===== config.mk =====
export PLATFORM = sky130hd
export DESIGN_NAME = sap_core
export DESIGN_NICKNAME = d
export VERILOG_FILES = /design/src/rtl/sap_pkg.sv /design/src/rtl/sap_tstate_ctr.sv /design/src/rtl/sap_core.sv
export SDC_FILE = /design/constraint.sdc
export NUM_CORES = 1
export LEC_CHECK = 0
export ABC_AREA = 1
export BUFFER_PORTS_ARGS = -buffer_cell sky130_fd_sc_hd__buf_2
export CORE_ASPECT_RATIO = 0.6
export CORE_MARGIN = 2
export CORE_UTILIZATION = 42
export CTS_BUF_LIST = sky130_fd_sc_hd__clkbuf_2 sky130_fd_sc_hd__clkbuf_4 sky130_fd_sc_hd__clkbuf_8
export DETAILED_ROUTE_END_ITERATION = 10
export MAX_ROUTING_LAYER = met4
export PLACE_DENSITY = 0.65
export SETUP_SLACK_MARGIN = 0.5
export SLEW_MARGIN = 10
export SYNTH_ARGS = -nofsm -noshare
export SYNTH_HDL_FRONTEND = slang
export SYNTH_SLANG_ARGS = --single-unit

===== constraint.sdc =====
create_clock -name CLK -period 7.1 [get_ports CLK]
set_input_delay 1.42 -clock CLK [delete_from_list [all_inputs] [get_ports CLK]]
set_output_delay 1.42 -clock CLK [all_outputs]
set_load 0.05 [all_outputs]

===== src/rtl/sap_pkg.sv =====
// sap_pkg: opcodes, one-hot T-state encoding, bus source selects and the address-width
// helper shared by the SAP core and its T-state counter.
package sap_pkg;

  localparam logic [3:0] OP_LDA = 4'b0000;
  localparam logic [3:0] OP_ADD = 4'b0001;
  localparam logic [3:0] OP_SUB = 4'b0010;
  localparam logic [3:0] OP_JMP = 4'b0011;
  localparam logic [3:0] OP_JZ  = 4'b0100;
  localparam logic [3:0] OP_JC  = 4'b0101;
  localparam logic [3:0] OP_STA = 4'b0110;
  localparam logic [3:0] OP_OUT = 4'b1110;
  localparam logic [3:0] OP_HLT = 4'b1111;

  typedef enum logic [5:0] {
    T1 = 6'b000001,
    T2 = 6'b000010,
    T3 = 6'b000100,
    T4 = 6'b001000,
    T5 = 6'b010000,
    T6 = 6'b100000
  } tstate_e;

  typedef enum logic [2:0] {
    BUS_NONE = 3'd0,
    BUS_PC   = 3'd1,
    BUS_OPND = 3'd2,
    BUS_MEM  = 3'd3,
    BUS_A    = 3'd4,
    BUS_ALU  = 3'd5
  } bus_sel_e;

  // Instruction word is {opcode[3:0], operand}, so the operand keeps the rest.
  function automatic int calc_addr_w(input int data_w);
    return data_w - 32'sd4;
  endfunction

endpackage


===== src/rtl/sap_tstate_ctr.sv =====
// sap_tstate_ctr: one-hot six-state T-state ring counter; hold freezes the current state
// (OUT stall or halt), reset returns to T1.
module sap_tstate_ctr
  import sap_pkg::*;
(
  input  logic    clk,
  input  logic    rst_n,
  input  logic    hold,
  output tstate_e tstate
);

  tstate_e state_r;
  tstate_e state_next_s;

  // State register
  always_ff @(posedge clk or negedge rst_n) begin
    if (!rst_n) begin
      state_r <= T1;
    end else begin
      state_r <= state_next_s;
    end
  end

  // Next state: step around the ring unless held
  always_comb begin
    state_next_s = T1;
    if (hold) begin
      state_next_s = state_r;
    end else begin
      case (state_r)
        T1:      state_next_s = T2;
        T2:      state_next_s = T3;
        T3:      state_next_s = T4;
        T4:      state_next_s = T5;
        T5:      state_next_s = T6;
        T6:      state_next_s = T1;
        default: state_next_s = T1;
      endcase
    end
  end

  assign tstate = state_r;

endmodule


===== src/rtl/sap_core.sv =====
// sap_core: parametrised SAP-style accumulator CPU (PC, MAR, IR, A, B, ALU, Z/C, OUT) with
// an external RAM port. Build macro SAP_OUT_HANDSHAKE_EN stalls OUT in T5 until out_ready.
module sap_core
  import sap_pkg::*;
#(
  parameter  int DATA_W   = 8,
  parameter  int PC_RESET = 0,
  localparam int ADDR_W   = calc_addr_w(DATA_W)
) (
  input  logic              CLK,
  input  logic              CLR,
  output logic [ADDR_W-1:0] mem_addr,
  input  logic [DATA_W-1:0] mem_rdata,
  output logic [DATA_W-1:0] mem_wdata,
  output logic              mem_we,
  output logic [DATA_W-1:0] out_data,
  output logic              out_valid,
  input  logic              out_ready,
  output logic              halted
);

  localparam logic [ADDR_W-1:0] PC_INIT = ADDR_W'(PC_RESET);

  logic [ADDR_W-1:0] pc_r;
  logic [ADDR_W-1:0] mar_r;
  logic [DATA_W-1:0] ir_r;
  logic [DATA_W-1:0] a_r;
  logic [DATA_W-1:0] b_r;
  logic              z_r;
  logic              c_r;
  logic [DATA_W-1:0] out_data_r;
  logic              out_valid_r;
  logic              halted_r;

  tstate_e           tstate_s;
  logic [3:0]        opcode_s;
  logic [ADDR_W-1:0] operand_s;
  bus_sel_e          bus_sel_s;
  logic [DATA_W-1:0] bus_s;
  logic [DATA_W-1:0] b_opnd_s;
  logic [DATA_W:0]   alu_s;
  logic              pc_inc_s;
  logic              pc_load_s;
  logic              mar_load_s;
  logic              ir_load_s;
  logic              a_load_s;
  logic              b_load_s;
  logic              z_load_s;
  logic              c_load_s;
  logic              alu_sub_s;
  logic              we_s;
  logic              out_load_s;
  logic              out_clr_s;
  logic              halt_s;
  logic              stall_s;
  logic              hold_s;
  logic              unused_ok_s;

  assign opcode_s  = ir_r[DATA_W-1 -: 4];
  assign operand_s = ir_r[ADDR_W-1:0];
  // Without the handshake the sink is never consulted.
  assign unused_ok_s = out_ready;

  assign hold_s = halted_r | halt_s | stall_s;

  sap_tstate_ctr u_tstate (
    .clk    (CLK),
    .rst_n  (CLR),
    .hold   (hold_s),
    .tstate (tstate_s)
  );

  // SUB is A + ~B + 1, so carry out means no borrow (A >= B).
  assign b_opnd_s = alu_sub_s ? ~b_r : b_r;
  assign alu_s    = {1'b0, a_r} + {1'b0, b_opnd_s} + {{DATA_W{1'b0}}, alu_sub_s};

  // Internal transfer bus: one source selected per T-state
  always_comb begin
    bus_s = '0;
    case (bus_sel_s)
      BUS_PC:   bus_s = DATA_W'(pc_r);
      BUS_OPND: bus_s = DATA_W'(operand_s);
      BUS_MEM:  bus_s = mem_rdata;
      BUS_A:    bus_s = a_r;
      BUS_ALU:  bus_s = alu_s[DATA_W-1:0];
      default:  bus_s = '0;
    endcase
  end

  // Controller: decode T-state and opcode into transfer strobes
  always_comb begin
    bus_sel_s  = BUS_NONE;
    pc_inc_s   = 1'b0;
    pc_load_s  = 1'b0;
    mar_load_s = 1'b0;
    ir_load_s  = 1'b0;
    a_load_s   = 1'b0;
    b_load_s   = 1'b0;
    z_load_s   = 1'b0;
    c_load_s   = 1'b0;
    alu_sub_s  = 1'b0;
    we_s       = 1'b0;
    out_load_s = 1'b0;
    out_clr_s  = 1'b0;
    halt_s     = 1'b0;
    stall_s    = 1'b0;
    if (halted_r) begin
      bus_sel_s = BUS_NONE;
    end else begin
      case (tstate_s)
        T1: begin
          bus_sel_s  = BUS_PC;
          mar_load_s = 1'b1;
        end
        T2: pc_inc_s = 1'b1;
        T3: begin
          bus_sel_s = BUS_MEM;
          ir_load_s = 1'b1;
        end
        T4: begin
          case (opcode_s)
            OP_LDA, OP_ADD, OP_SUB, OP_STA: begin
              bus_sel_s  = BUS_OPND;
              mar_load_s = 1'b1;
            end
            OP_JMP: begin
              bus_sel_s = BUS_OPND;
              pc_load_s = 1'b1;
            end
            OP_JZ: begin
              bus_sel_s = BUS_OPND;
              pc_load_s = z_r;
            end
            OP_JC: begin
              bus_sel_s = BUS_OPND;
              pc_load_s = c_r;
            end
            OP_OUT: begin
              bus_sel_s  = BUS_A;
              out_load_s = 1'b1;
            end
            OP_HLT:  halt_s = 1'b1;
            default: halt_s = 1'b0;
          endcase
        end
        T5: begin
          case (opcode_s)
            OP_LDA: begin
              bus_sel_s = BUS_MEM;
              a_load_s  = 1'b1;
              z_load_s  = 1'b1;
            end
            OP_ADD, OP_SUB: begin
              bus_sel_s = BUS_MEM;
              b_load_s  = 1'b1;
            end
            OP_STA: we_s = 1'b1;
            OP_OUT: begin
`ifdef SAP_OUT_HANDSHAKE_EN
              stall_s   = out_valid_r & ~out_ready;
              out_clr_s = out_ready;
`else
              out_clr_s = 1'b1;
`endif
            end
            default: we_s = 1'b0;
          endcase
        end
        T6: begin
          if ((opcode_s == OP_ADD) || (opcode_s == OP_SUB)) begin
            alu_sub_s = (opcode_s == OP_SUB);
            bus_sel_s = BUS_ALU;
            a_load_s  = 1'b1;
            z_load_s  = 1'b1;
            c_load_s  = 1'b1;
          end else begin
            bus_sel_s = BUS_NONE;
          end
        end
        default: bus_sel_s = BUS_NONE;
      endcase
    end
  end

  // Program counter, memory address register and instruction register
  always_ff @(posedge CLK or negedge CLR) begin
    if (!CLR) begin
      pc_r  <= PC_INIT;
      mar_r <= '0;
      ir_r  <= '0;
    end else begin
      if (pc_load_s) begin
        pc_r <= bus_s[ADDR_W-1:0];
      end else if (pc_inc_s) begin
        pc_r <= pc_r + ADDR_W'(1'b1);
      end
      if (mar_load_s) begin
        mar_r <= bus_s[ADDR_W-1:0];
      end
      if (ir_load_s) begin
        ir_r <= bus_s;
      end
    end
  end

  // Accumulator, B operand and flags
  always_ff @(posedge CLK or negedge CLR) begin
    if (!CLR) begin
      a_r <= '0;
      b_r <= '0;
      z_r <= 1'b0;
      c_r <= 1'b0;
    end else begin
      if (a_load_s) begin
        a_r <= bus_s;
      end
      if (b_load_s) begin
        b_r <= bus_s;
      end
      if (z_load_s) begin
        z_r <= (bus_s == '0);
      end
      if (c_load_s) begin
        c_r <= alu_s[DATA_W];
      end
    end
  end

  // Output register, its valid flag and the halt latch
  always_ff @(posedge CLK or negedge CLR) begin
    if (!CLR) begin
      out_data_r  <= '0;
      out_valid_r <= 1'b0;
      halted_r    <= 1'b0;
    end else begin
      if (out_load_s) begin
        out_data_r  <= bus_s;
        out_valid_r <= 1'b1;
      end else if (out_clr_s || halt_s) begin
        out_valid_r <= 1'b0;
      end
      if (halt_s) begin
        halted_r <= 1'b1;
      end
    end
  end

  assign mem_addr  = mar_r;
  assign mem_wdata = a_r;
  assign mem_we    = we_s;
  assign out_data  = out_data_r;
  assign out_valid = out_valid_r;
  assign halted    = halted_r;

endmodule


* After elaboration in Yosys (flattened, before gate mapping)
Index checks and enable logic that the tools add are counted. Widths: inputs -> output; s select.
Cells by class: reductions and logical operators 10, equality and inequality tests 19, add/sub/neg operators 3, multiplexer cells 45, bitwise logic cells 2
Operator list (number):
- $pmux 8 s5 | 1
- $mux 1 | 32
- $pmux 6 s5 | 1
- $pmux 3 s5 | 1
- $eq 4x3->1 const B | 3
- $add 8x8->9 | 1
- $add 9x1->9 | 1
- $eq 4x2->1 const B | 2
- $eq 4x4->1 const B | 2
- $logic_not 8->1 | 1
- $mux 4 | 2
- $mux 8 | 1
- $not 8->8 | 1
- $reduce_or 7->1 | 1
- $eq 3x2->1 const B | 2
- $eq 3x3->1 const B | 2
- $eq 6x1->1 const B | 1
- $eq 6x2->1 const B | 1
- $eq 6x3->1 const B | 1
- $eq 6x4->1 const B | 1
- $eq 6x5->1 const B | 1
- $eq 6x6->1 const B | 1
- $mux 3 | 2
- $pmux 3 s2 | 1
- 13 further kinds | 16
Storage, ports and cells: register bits after elaboration 50, output and inout port bits 23, logic and storage cells 90

* Depth between registers and ports, before layout
depth in word-level cells 10, gate-level depth with buffers 20, gate-level depth less buffers 20

* By module
Synthesis repeated with hierarchy kept, for this count alone.
Second synthesis, totals: cell total of the unflattened synthesis 411, area total of the unflattened synthesis 3114.2 um^2
By module, submodules not included:
- sap_core | cells each 371, area an instance 2803.9 um^2, seq. area each 1101.1 um^2, instances 1
- sap_tstate_ctr | cells each 40, area an instance 310.3 um^2, seq. area each 151.4 um^2, instances 1

* Least setup slack after synthesis
No wires, ideal clock.
path type register to output, start register halted_r (netlist: halted), end output port mem_we, data required time 5.680 ns, cell stages (with the launch flop) 5, path slack 3.998 ns, data arrival time 1.682 ns, cell sequence dfrtp_1 buf_4 nor2_1 inv_1 nor2_1
On the way: cells in the longest elaborated chain, start to end 1
RTL lines:
- start, declared | line sap_core.sv:33 | logic halted_r;
- start signal, assigned | line sap_core.sv:234 | halted_r <= 1'b0;
- start signal, assigned | line sap_core.sv:243 | halted_r <= 1'b1;
- $mux 1 | line sap_core.sv:107 | if (halted_r) begin
- end, declared | line sap_core.sv:15 | output logic mem_we,
No other way between the ends.

* Worst setup path in the final report
start register halted_r (netlist: halted), end register z_r
On the way: cells in the longest elaborated chain, start to end 6
RTL lines:
- $mux 1 | line sap_core.sv:107
- $mux 8 | line sap_core.sv:74 | assign b_opnd_s = alu_sub_s ? ~b_r : b_r;
- $add 8x8->9 | line sap_core.sv:75 | assign alu_s = {1'b0, a_r} + {1'b0, b_opnd_s} + {{DATA_W{1'b0}}, alu_sub_s};
- $add 9x1->9 | line sap_core.sv:75
- $pmux 8 s5 | line sap_core.sv:80 | case (bus_sel_s)
- $logic_not 8->1 | line sap_core.sv:221 | z_r <= (bus_s == '0);
- end signal, assigned | line sap_core.sv:221
- end, declared | line sap_core.sv:29 | logic z_r;
Several ways; a longest one is shown, not always the timed one. A chain may end at the register's enable or synchronous reset.

==> metrics.yaml <==
cells_and_area:
  finalNetCount: 454
  syn_to_final_growth_pct: 11.1
  drive_gt1_share_pct: 20.8
  fillers: 732
  finalNonFillerCells: 524
  num_antenna_cells: 0
logic_synthesis:
  synth.area.mux_share_pct: 0
  synth_compound_area_share_pct: 11.7
  synthCells: 397
  yosys.area_share.simple_pct: 31.7
  synth_top_family_by_area: "simple AND/OR/NAND/NOR gates"
  synth.cell_area_um2: 3080
  synth_seq_cells: 50
  ys_warn_count: 0
  avgSynthCellArea_um2: 7.75
  synth-seq-area-share_pct: 40.7
  synth-xor-area-share_pct: 3.13
  synthesis.nets: 419
  ys_types: 34
  synthAdderAreaFrac_pct: 4.72
clock_tree:
  cts_made_buffers: 5
  cts_tree: "yes"
  hold_buffers: 0
  root_buffer: "clkbuf_8"
  cts_resized: 0
  clk_pin_slew_ps: 100
  clock_latency_ps: 320
  htreeDepth: 2
  postCtsSetupBuffers: 0
  cts.sinks: 50
  cts.path.max_buffers: 2
worst_setup_path:
  crit_arrival_ps: 3980
  path_max_fanout: 11
  cp.required_ps: 7370
  crit_type: "flop to flop"
  cp-start-kind: "flop"
  crit_path_end_kind: "flop"
timing:
  setup-violations-final: 0
  relSlewSlack_pct: 21.9
  timing.hold.ws_ps: 514
  hold_violations: 0
  report.final.slew_viol_count: 0
  period_share_pct: 52.3
  max_freq_ghz: 0.269
  rsz0062_at_grt: "no"
  setup_tns_ps: 0
  period_needed_ps: 3720
  worst_slew_pin_slew_ps: 1170
  skew_ps: 8.19
grt:
  grt_overflow: 0
  grt_pass1_vias: 2430
  grt_max_degree: 51
  grt_pass1_wl_um: 12700
  antenna_found_initial: 0
  grtUsageTotal_pct: 21.4
route:
  drt_iter0_drc: 203
  via_count: 2638
  wirelength_um: 7520
  route.detailed.drc: 0
  vias_per_cell: 5.03
  first_pass_iters: 5
  ant_nets: 0
  wl_per_cell_um: 14.4
job:
  drv_cap: 0
hold_path:
  hp-class: "flop to flop"
status:
  status: "completed"
placed_design:
  port_buffers: 32
  placed_cells: 516
  dp_hpwl_um: 5760
  gp_congestion: 0.925
power_and_ir_drop:
  power_density_nw_per_um2: 441
  vdd_drop_max_mv: 0.124
  p_leak_uw: 0.00165
die:
  ios: 34
  die_w_um: 114
  dieArea_um2: 8050
  start_util_pct: 42.9
  core_um2: 7180
  rows: 24
  die_h_um: 70.3
[cells in the final DEF, fill, tap and decap left out, types with 7 or more instances in the layout]
cell type,synthesis,routed
a21oi_1,26,26
buf_2,3,32
dfrtp_1,49,49
ha_1,10,10
inv_1,45,45
inv_2,13,13
nand2_1,84,84
nand2_2,8,8
nand3_1,26,26
nor2_1,45,45
nor2_2,7,7
nor2_4,8,8
o21ai_0,23,23
[cells in the mapped netlist]
cell type	n	share of area [%]
dfrtp_1	49	40
a21oi_1	26	4.2
o21a_1	2	0.49
nand3_1	26	4.2
nor2_4	8	2.9
or2_2	3	0.61
inv_2	13	1.6
nand2_2	8	1.6
dfstp_2	1	0.85
o21bai_1	2	0.49
buf_4	2	0.49
inv_1	45	5.5
fa_1	1	0.65
nor3_1	3	0.49
nor2_2	7	1.4
nand3b_1	1	0.24
o31ai_1	2	0.49
nand2_4	3	1.1
nor2_1	45	5.5
a311oi_4	1	0.85
or2_0	1	0.20
nand2_1	84	10
xor2_1	5	1.4
o21ai_0	23	3.7
o221ai_1	1	0.28
o21ai_1	2	0.33
nand3_2	4	1.3
xnor2_1	6	1.7
buf_2	3	0.49
ha_1	10	4.1
nand4_1	6	1.2
o211ai_1	2	0.49
nand3_4	1	0.57
a2bb2oi_1	1	0.28
[worst max-delay path, cell delays in order, from the launching register on]
cell and delay (ps):
dfrtp_1 550, inv_1 460, nand2_1 100, nor2_1 150, nand2_1 300, xor2_1 280
inv_1 80, fa_1 390, inv_1 100, nand3_1 80, nand2_1 110, nand3_1 80
nand2_1 100, xor2_1 150, nor2_1 60, nor2_2 310, nand2_1 90, nor2_1 110
nand3_1 90, nand2_1 70
[metal layers]
metal  vias up  share of wire, %  global-route usage [%]  wire (µm)
met2        75                38                    27.0       2890
met1      1221                55                    33.8       4120
met4         0               1.0                    4.88         77
met3         8               5.9                    4.69        443
met5         -                 0                       -          0
li1       1334                 -                       -          -
[final timing paths]
check,cells after the start,start,slack (ps),to
worst max-delay path,19,halted,3380,z_r
worst min-delay path,2,b_r[1],510,b_r[1]
worst max register to register,19,halted,3380,z_r
worst min register to register,2,b_r[1],510,b_r[1]
max in group asynchronous,2,CLR,5460,ir_r[7]
min in group asynchronous,2,CLR,1190,mem_addr[1]
[final cells by class]
cell class	count	area, µm²	area share (%)
inverter	58	218	6.37
timing repair buffer	33	168	4.91
clock buffer	6	76.3	2.23
tap	91	114	3.33
multi-input combinational	284	1580	46.1
sequential	50	1250	36.7
clock inverter	2	13.8	0.403
[kinds of logic after synthesis]
logic type,after synthesis
XOR/XNOR,11
flip-flops,50
AND/OR/NAND/NOR,200
AO/OA/AOI/OAI,62
adder cells (fa/ha/maj),11
buffers and inverters,63
[registers in the layout, indices dropped and copies added (netlist names), 4 cells and up]
signal and count:
mem_addr 4, ir_r 8, out_data 8, b_r 8, pc_r 4, u_tstate.tstate 6, mem_wdata 8
[per-stage QoR]
stage | util [%] | worst slack [ps] | instance area (µm²) | total power [µW]
floorplan | - | 4000 | 3080 | 1140
finish | 47.6 | 3380 | 3420 | 1510
detailed placement | 46.4 | 3480 | 3330 | 1330
CTS | 47.6 | 3450 | 3420 | 1510
global route | 47.6 | 3090 | 3420 | 1650
global placement | 46.4 | 3520 | 3330 | 1310
[power by group]
part	internal, µW	switching [µW]	total, µW
Combinational	273	563	836
Sequential	393	100	494
Clock	73.7	105	179
No activity file was read; power rests on OpenSTA's default activity.
